### config.mk
export PLATFORM = sky130hd
export DESIGN_NAME = fp32_mul_seq_flat
export DESIGN_NICKNAME = d
export VERILOG_FILES = /design/src/rtl/fp32_mul_seq_if.sv /design/src/rtl/fp32_mul_seq.sv /design/src/flat_wrapper.sv
export SDC_FILE = /design/constraint.sdc
export NUM_CORES = 1
export LEC_CHECK = 0
export BUFFER_PORTS_ARGS = -buffer_cell sky130_fd_sc_hd__buf_4
export CORE_ASPECT_RATIO = 1.5
export CORE_MARGIN = 8
export CORE_UTILIZATION = 50
export CTS_BUF_LIST = sky130_fd_sc_hd__clkbuf_4
export DETAILED_ROUTE_END_ITERATION = 12
export PLACE_DENSITY = 0.77
export SYNTH_ARGS = -nofsm -noshare
export SYNTH_HDL_FRONTEND = slang
export SYNTH_SLANG_ARGS = --single-unit
### constraint.sdc
create_clock -name clk -period 11.3 [get_ports clk]
set_input_delay 2.26 -clock clk [delete_from_list [all_inputs] [get_ports clk]]
set_output_delay 2.26 -clock clk [all_outputs]
set_load 0.02 [all_outputs]
### src/rtl/fp32_mul_seq_if.sv
// Operand/result handshake bundle for fp32_mul_seq.
// master: drives start, a, b; observes busy, done, result and the flags.
// slave : the multiplier side of the same signals.
interface fp32_mul_seq_if;
    logic        start;
    logic [31:0] a;
    logic [31:0] b;
    logic        busy;
    logic        done;
    logic [31:0] result;
    logic        invalid;
    logic        overflow;
    logic        underflow;

    modport master (
        output start, a, b,
        input  busy, done, result, invalid, overflow, underflow
    );

    modport slave (
        input  start, a, b,
        output busy, done, result, invalid, overflow, underflow
    );
endinterface

### src/rtl/fp32_mul_seq.sv
// Sequential IEEE-754 single-precision multiplier (DAZ inputs, FTZ results).
// Radix-2 shift-add mantissa multiply over 24 cycles, then normalize/round/pack.
// Ports: clk, rst (async, active-high), bus (fp32_mul_seq_if.slave):
//   start/a/b in; busy, done, result, invalid, overflow, underflow out (registered).
// Option macro: FP32_MUL_RNE_EN -> round to nearest even; undefined -> truncate.
module fp32_mul_seq (
    input  logic          clk,
    input  logic          rst,
    fp32_mul_seq_if.slave bus
);
    localparam int unsigned DW = 32;
    localparam int unsigned FW = 23;
    localparam int unsigned MW = FW + 1;
    localparam int unsigned PW = 2 * MW;
    localparam int unsigned EW = 10;
    localparam int unsigned CW = 5;
    localparam logic [CW-1:0]        LAST_ITER = CW'(MW - 1);
    localparam logic signed [EW-1:0] BIAS      = EW'(127);
    localparam logic signed [EW-1:0] EXP_INF   = EW'(255);
    localparam logic [DW-1:0]        QNAN      = 32'h7FC0_0000;

    // DONE holds busy for the done cycle so a start there is not yet accepted
    typedef enum logic [2:0] {
        S_IDLE, S_LOAD, S_CALC, S_SPECIAL, S_ROUND, S_DONE
    } state_t;

    state_t state_q, state_d;

    logic [DW-1:0]        opa_q, opb_q;
    logic                 sign_q;
    logic signed [EW-1:0] exp_q;
    logic [MW-1:0]        ma_q;
    logic [PW-1:0]        p_q;
    logic [CW-1:0]        cnt_q;
    logic [DW-1:0]        sp_res_q;
    logic                 sp_inv_q;

    logic                 busy_q, done_q, invalid_q, overflow_q, underflow_q;
    logic [DW-1:0]        result_q;
    logic                 busy_d, done_d, invalid_d, overflow_d, underflow_d;
    logic [DW-1:0]        result_d;

    // Operand classification and special-case result, priority NaN > inf*0 > inf > zero
    logic [7:0]    ea, eb;
    logic [FW-1:0] fa, fb;
    logic          zero_a, zero_b, inf_a, inf_b, nan_a, nan_b;
    logic          sign_c, is_special;
    logic [DW-1:0] sp_res_c;
    logic          sp_inv_c;

    always_comb begin
        ea         = opa_q[30:23];
        eb         = opb_q[30:23];
        fa         = opa_q[FW-1:0];
        fb         = opb_q[FW-1:0];
        zero_a     = (ea == 8'd0);
        zero_b     = (eb == 8'd0);
        inf_a      = (ea == 8'hFF) && (fa == '0);
        inf_b      = (eb == 8'hFF) && (fb == '0);
        nan_a      = (ea == 8'hFF) && (fa != '0);
        nan_b      = (eb == 8'hFF) && (fb != '0);
        sign_c     = opa_q[31] ^ opb_q[31];
        is_special = zero_a | zero_b | inf_a | inf_b | nan_a | nan_b;
        sp_inv_c   = 1'b0;
        sp_res_c   = {sign_c, 31'd0};
        if (nan_a | nan_b) begin
            sp_res_c = QNAN;
            sp_inv_c = 1'b1;
        end else if ((inf_a & zero_b) | (zero_a & inf_b)) begin
            sp_res_c = QNAN;
            sp_inv_c = 1'b1;
        end else if (inf_a | inf_b) begin
            sp_res_c = {sign_c, 8'hFF, 23'd0};
        end
    end

    // One shift-add step: multiplier bits live in the low half of p
    logic [MW:0] sum_c;
    always_comb begin
        sum_c = {1'b0, p_q[PW-1:MW]} + (p_q[0] ? {1'b0, ma_q} : '0);
    end

    // Normalize and round
    logic                 hi;
    logic signed [EW-1:0] exp_n, exp_r;
    logic [FW-1:0]        frac_t, frac_r;
`ifdef FP32_MUL_RNE_EN
    logic          guard, sticky;
    logic [MW-1:0] frac_inc;
`endif

    always_comb begin
        hi     = p_q[PW-1];
        exp_n  = exp_q + $signed({{(EW-1){1'b0}}, hi});
        frac_t = hi ? p_q[PW-2 -: FW] : p_q[PW-3 -: FW];
`ifdef FP32_MUL_RNE_EN
        guard    = hi ? p_q[MW-1] : p_q[MW-2];
        sticky   = hi ? (|p_q[MW-2:0]) : (|p_q[MW-3:0]);
        frac_inc = {1'b0, frac_t} + MW'(guard & (sticky | frac_t[0]));
        frac_r   = frac_inc[FW] ? '0 : frac_inc[FW-1:0];
        exp_r    = exp_n + $signed({{(EW-1){1'b0}}, frac_inc[FW]});
`else
        frac_r   = frac_t;
        exp_r    = exp_n;
`endif
    end

    // State register
    always_ff @(posedge clk or posedge rst) begin
        if (rst) state_q <= S_IDLE;
        else     state_q <= state_d;
    end

    // Next-state logic
    always_comb begin
        state_d = state_q;
        unique case (state_q)
            S_IDLE:    if (bus.start) state_d = S_LOAD;
            S_LOAD:    state_d = is_special ? S_SPECIAL : S_CALC;
            S_CALC:    if (cnt_q == LAST_ITER) state_d = S_ROUND;
            S_SPECIAL: state_d = S_DONE;
            S_ROUND:   state_d = S_DONE;
            S_DONE:    state_d = S_IDLE;
            default:   state_d = S_IDLE;
        endcase
    end

    // Output next values; result and flags hold between completions
    always_comb begin
        busy_d      = (state_d != S_IDLE);
        done_d      = 1'b0;
        result_d    = result_q;
        invalid_d   = invalid_q;
        overflow_d  = overflow_q;
        underflow_d = underflow_q;
        unique case (state_q)
            S_SPECIAL: begin
                done_d      = 1'b1;
                result_d    = sp_res_q;
                invalid_d   = sp_inv_q;
                overflow_d  = 1'b0;
                underflow_d = 1'b0;
            end
            S_ROUND: begin
                done_d      = 1'b1;
                invalid_d   = 1'b0;
                overflow_d  = 1'b0;
                underflow_d = 1'b0;
                if (exp_r >= EXP_INF) begin
                    result_d   = {sign_q, 8'hFF, 23'd0};
                    overflow_d = 1'b1;
                end else if (exp_r <= $signed(EW'(0))) begin
                    result_d    = {sign_q, 31'd0};
                    underflow_d = 1'b1;
                end else begin
                    result_d = {sign_q, exp_r[7:0], frac_r};
                end
            end
            default: ;
        endcase
    end

    // Output registers
    always_ff @(posedge clk or posedge rst) begin
        if (rst) begin
            busy_q      <= 1'b0;
            done_q      <= 1'b0;
            result_q    <= '0;
            invalid_q   <= 1'b0;
            overflow_q  <= 1'b0;
            underflow_q <= 1'b0;
        end else begin
            busy_q      <= busy_d;
            done_q      <= done_d;
            result_q    <= result_d;
            invalid_q   <= invalid_d;
            overflow_q  <= overflow_d;
            underflow_q <= underflow_d;
        end
    end

    // Datapath: operand capture, unpack, iterative multiply
    always_ff @(posedge clk or posedge rst) begin
        if (rst) begin
            opa_q    <= '0;
            opb_q    <= '0;
            sign_q   <= 1'b0;
            exp_q    <= '0;
            ma_q     <= '0;
            p_q      <= '0;
            cnt_q    <= '0;
            sp_res_q <= '0;
            sp_inv_q <= 1'b0;
        end else begin
            unique case (state_q)
                S_IDLE: if (bus.start) begin
                    opa_q <= bus.a;
                    opb_q <= bus.b;
                end
                S_LOAD: begin
                    sign_q   <= sign_c;
                    exp_q    <= $signed({2'b00, ea}) + $signed({2'b00, eb}) - BIAS;
                    ma_q     <= {1'b1, fa};
                    p_q      <= {{MW{1'b0}}, 1'b1, fb};
                    cnt_q    <= '0;
                    sp_res_q <= sp_res_c;
                    sp_inv_q <= sp_inv_c;
                end
                S_CALC: begin
                    p_q   <= {sum_c, p_q[MW-1:1]};
                    cnt_q <= cnt_q + CW'(1);
                end
                default: ;
            endcase
        end
    end

    assign bus.busy      = busy_q;
    assign bus.done      = done_q;
    assign bus.result    = result_q;
    assign bus.invalid   = invalid_q;
    assign bus.overflow  = overflow_q;
    assign bus.underflow = underflow_q;
endmodule

### src/flat_wrapper.sv
// flat-port wrapper written by rule: the top's interface ports become plain ports
module fp32_mul_seq_flat 
  (clk, rst, bus_start, bus_a, bus_b, bus_busy, bus_done, bus_result, bus_invalid, bus_overflow, bus_underflow);
  fp32_mul_seq_if bus_i ();
  input  logic clk;
  input  logic rst;
  input wire logic [$bits(bus_i.start)-1:0] bus_start;
  input wire logic [$bits(bus_i.a)-1:0] bus_a;
  input wire logic [$bits(bus_i.b)-1:0] bus_b;
  output wire logic [$bits(bus_i.busy)-1:0] bus_busy;
  output wire logic [$bits(bus_i.done)-1:0] bus_done;
  output wire logic [$bits(bus_i.result)-1:0] bus_result;
  output wire logic [$bits(bus_i.invalid)-1:0] bus_invalid;
  output wire logic [$bits(bus_i.overflow)-1:0] bus_overflow;
  output wire logic [$bits(bus_i.underflow)-1:0] bus_underflow;
  assign bus_i.start = bus_start;
  assign bus_i.a = bus_a;
  assign bus_i.b = bus_b;
  assign bus_busy = bus_i.busy;
  assign bus_done = bus_i.done;
  assign bus_result = bus_i.result;
  assign bus_invalid = bus_i.invalid;
  assign bus_overflow = bus_i.overflow;
  assign bus_underflow = bus_i.underflow;
  fp32_mul_seq u_core (.clk(clk), .rst(rst), .bus(bus_i));
endmodule
==> summary.md <==
| Metric | Value |
|---|---|
| Final Cell Area | `11,230 um^2` |
| Number of H-tree levels | `4` |
| Startpoint types | `flip-flop` |
| Switching Share | `between 40% and 50%` |
| Area of the core | `approximately 20,000 um^2` |
| Antenna viol nets, final | `0` |
| Slew Limit Fails | `0` |
| Worst Hold Class | `reg2reg` |
| Worst Path Required | `between 9 and 10 ns` |
| Net count after synthesis | `roughly 1,100` |
| Int Power | `between 1.5 and 2 mW` |
| Hold WS | `0.4881 ns` |
| Initial Utilization | `50.60%` |
| Run status | `complete, no violations` |
| Mux share of post-synthesis cell area | `under 10%` |
| Vias | `~7,300` |
| Vias in the first global route | `7,515` |
| Register bit count reported by yosys | `approximately 200` |
| DP HPWL | `around 15 mm` |
| Max incr delay on CP | `about 0.45 ns` |
| VDD IR max | `about 100 uV` |
| Synth unique cells | `between 70 and 80` |
| Post-Synth Adder-Cell Area | `4.919%` |
| Worst Path Buf+Inv | `1` |
| Async S/R FF share, synth | `100.0%` |
| Die X | `around 130 um` |
| Area fraction of the dominant cell type after synthesis | `48.94%` |
| Total track usage | `17.40%` |
| Net switching power | `~1.4 mW` |
| Cell Area, Synth | `9971 um^2` |
| Worst-Skew Late Latency | `about 0.59 ns` |
| Kind of cell adding the most delay to the critical path | `flip-flops` |
| Seq pwr share | `roughly two fifths` |
| Final Cycle Share | `30.64%` |
| Die area | `24,810 um^2` |
| Setup slack, reg-to-reg | `between 8 and 9 ns` |
| Worst R2R Start | `u_core.p_q[0]` |
| Synth Instances | `around 990` |
| Crit. End Element | `output port` |
| Worst R2R Path Depth | `12` |
| Post-synth EDFFs | `0` |
| Finished Core Util | `between 50% and 60%` |
| # Max-Cap Violations | `0` |
| RSZ-0062 raised after global routing | `no` |
| Die height | `between 150 and 200 um` |
| Syn avg cell area | `between 10 and 15 um^2` |
| I/O pins | `~100` |
| Seq/Total Area, Yosys | `between 40% and 50%` |
| Pleak | `slightly above 5 nW` |
| DRT iter0 DRCs | `between 400 and 500` |
| Setup violations, final | `0` |
| Inst Count DP | `~1,300` |
| Simple-gate share of the synthesized area | `roughly 17%` |
| Fin Clk Skew | `approximately 0.028 ns` |
| Post-synthesis compound-gate area fraction | `a little over an eighth` |
| Slew of the pin with the lowest slew margin | `between 0.8 and 0.9 ns` |
| WL/cell | `15.53 um` |
| Post-synthesis xor/xnor area fraction | `3.689%` |
| # DRC | `0` |
| CTS hold repair buffers | `0` |
| Relative slew slack | `40.23%` |
| Area growth, synth to finish | `12.60%` |
| Setup bufs post-CTS | `0` |
| Initial antenna violation count | `1` |
| First-pass GRT wire length | `about 36 mm` |
| Final Hold Viols | `0` |
| Global route overflow | `0` |
| Clock slew at reported path FFs | `roughly 0.17 ns` |
| CTS tree | `built` |
| RR Endpoint | `u_core.p_q[45]` |
| Part of the power in the clock network | `between 10% and 20%` |
| Largest family of logic cells by synthesized area | `simple AND/OR/NAND/NOR gates` |
| Cell Area, Placed | `10,930 um^2` |
| Top cells by area, synth | `dfrtp_1 49%, nand2_1 7.8%, mux2_2 7.1%` |
| CTS Buffer Depth | `2` |
| Ratio of cells with drive above 1 in the final layout | `between 20% and 30%` |
| Cell Pwr Density | `roughly 280 nW/um^2` |
| CP Class | `reg2out` |
| Routability cong. | `roughly 0.90` |
| CP arrival | `about 1.2 ns` |
| Worst setup path start | `u_core.bus.result[31]` |
| Nets | `roughly 1,200` |
| CP Max Fanout | `3` |
| Fin crit period | `around 3.5 ns` |
| Capture point of the worst path | `bus_result[31]` |
| Worst path depth | `1` |
| Post-cts resize count | `0` |
| Total iterations of the first detailed-routing run | `5` |
| Fillers | `~1,800` |
| CP Cell Sequence | `buf_4` |
| Largest area contributor in the netlist | `dfrtp_1` |
| Layout Cells excl Fill | `1,347` |
| Pin count of the biggest net entering global routing | `roughly 120` |
| Total CTS buffers | `17` |
| Via density | `about 5.5` |
| Num Clock Sinks | `195` |
| Row cnt | `63` |
| Leading register cell type out of synthesis | `dfrtp_1` |
| Critical Path Slowest Stage Cell | `dfrtp_1` |
| Final wirelength | `20.92 mm` |
| Combinational Power Share | `47.4%` |
| Max Fclk | `288.8 MHz` |
| Sum of negative setup slack | `0 ns` |
| Port-buffer cells | `between 100 and 150` |
| Synth warn | `0` |
| Clock root buffer master | `clkbuf_4` |
==> power by group through the flow <==
stage | logic [mW] | clock network, mW | registers (mW)
global placement | 1.45 | 0 | 1.27
finish | 1.49 | 0.382 | 1.27
CTS | 1.50 | 0.395 | 1.27
detailed placement | 1.50 | 0 | 1.29
global route | 1.69 | 0.425 | 1.32
floorplan | 1.16 | 0 | 1.25
==> state kept, by name (all words and copies together) (netlist names) <==
signal                flops
u_core.sp_res_q           3
u_core.bus.busy           1
u_core.opa_q             32
u_core.bus.done           1
u_core.sign_q             1
u_core.cnt_q              5
u_core.state_q            3
u_core.exp_q             10
u_core.p_q               48
u_core.bus.underflow      1
u_core.opb_q             32
u_core.bus.result        32
u_core.bus.overflow       1
u_core.ma_q              24
u_core.bus.invalid        1
==> placed cells by master, fill, tap and decap left out, types with 3 or more instances in the layout <==
cell,count
nand2_1,206
dfrtp_1,195
buf_4,111
mux2_2,63
o21ai_0,56
nor2_1,38
ha_1,36
a21oi_1,31
mux2i_1,26
xnor2_1,25
and2_1,25
o21ai_1,24
a22oi_1,23
inv_1,19
nand4_1,18
xor2_1,17
clkbuf_4,17
nor4_1,14
nand3_1,13
a21o_1,12
nor3_1,9
o22a_1,9
nand2b_1,6
a31oi_1,6
inv_8,5
nor2_2,4
and3_1,4
o211ai_1,4
inv_6,4
nor2b_1,3
or3_1,3
nand3_2,3
o22ai_1,3
==> cell families after synthesis <==
group,Yosys count
AND/OR/NAND/NOR,361
XOR/XNOR,42
flip-flops,195
adder cells (fa/ha/maj),38
buffers and inverters,71
AO/OA/AOI/OAI,198
multiplexers,89
==> routing by layer <==
layer	global-route usage, %	routed length, um
met3	2.706	588
met1	21.48	9234
met5	0	0
met2	30.46	10810
met4	5.765	284
==> worst min-delay path by stage <==
stage	from	end	slack (ns)	depth (start not counted)
finish	u_core.ma_q[23]	u_core.ma_q[23]	0.49	1
global route	u_core.ma_q[8]	u_core.ma_q[8]	0.51	2
CTS	u_core.ma_q[23]	u_core.ma_q[23]	0.49	1
detailed placement	u_core.ma_q[23]	u_core.ma_q[23]	0.45	1
global placement	u_core.ma_q[23]	u_core.ma_q[23]	0.44	1
floorplan	u_core.ma_q[23]	u_core.ma_q[23]	0.43	1
==> synthesized netlist by cell type (3+ instances only) <==
master and n:
nand2_1 206, dfrtp_1 195, mux2_2 63, o21ai_0 56, nor2_1 40, ha_1 36, clkbuf_1 33, a21oi_1 31
mux2i_1 26, and2_1 25, xnor2_1 25, o21ai_1 24, a22oi_1 23, inv_1 20, nand4_1 18, xor2_1 17
nor4_1 14, nand3_1 13, a21o_1 12, buf_2 10, nor3_1 9, o22a_1 9, a31oi_1 6, nand2b_1 6
and3_1 5, buf_1 4, o211ai_1 4, nand3_2 3, nor2b_1 3, o22ai_1 3, or3_1 3
==> per-stage QoR <==
stage | setup WS, ns | total power, mW
after CTS | 7.781 | 3.169
after floorplan | 3.728 | 2.405
after global routing | 7.764 | 3.434
after global placement | 7.344 | 2.728
after detailed placement | 7.332 | 2.786
final | 7.837 | 3.145
==> cell type report <==
class                           instances  area [um^2]  area share [%]
Timing Repair Buffer                  111        833.3           7.422
Clock buffer                           17        127.6           1.137
Tap cell                              260        325.3           2.898
Antenna cell                            1        2.502         0.02229
Sequential cell                       195         4880           43.46
Multi-Input combinational cell        728         4805           42.80
Inverter                               21        86.33          0.7690
Clock inverter                         14        167.7           1.493
Power figures use the tool's default switching activity.
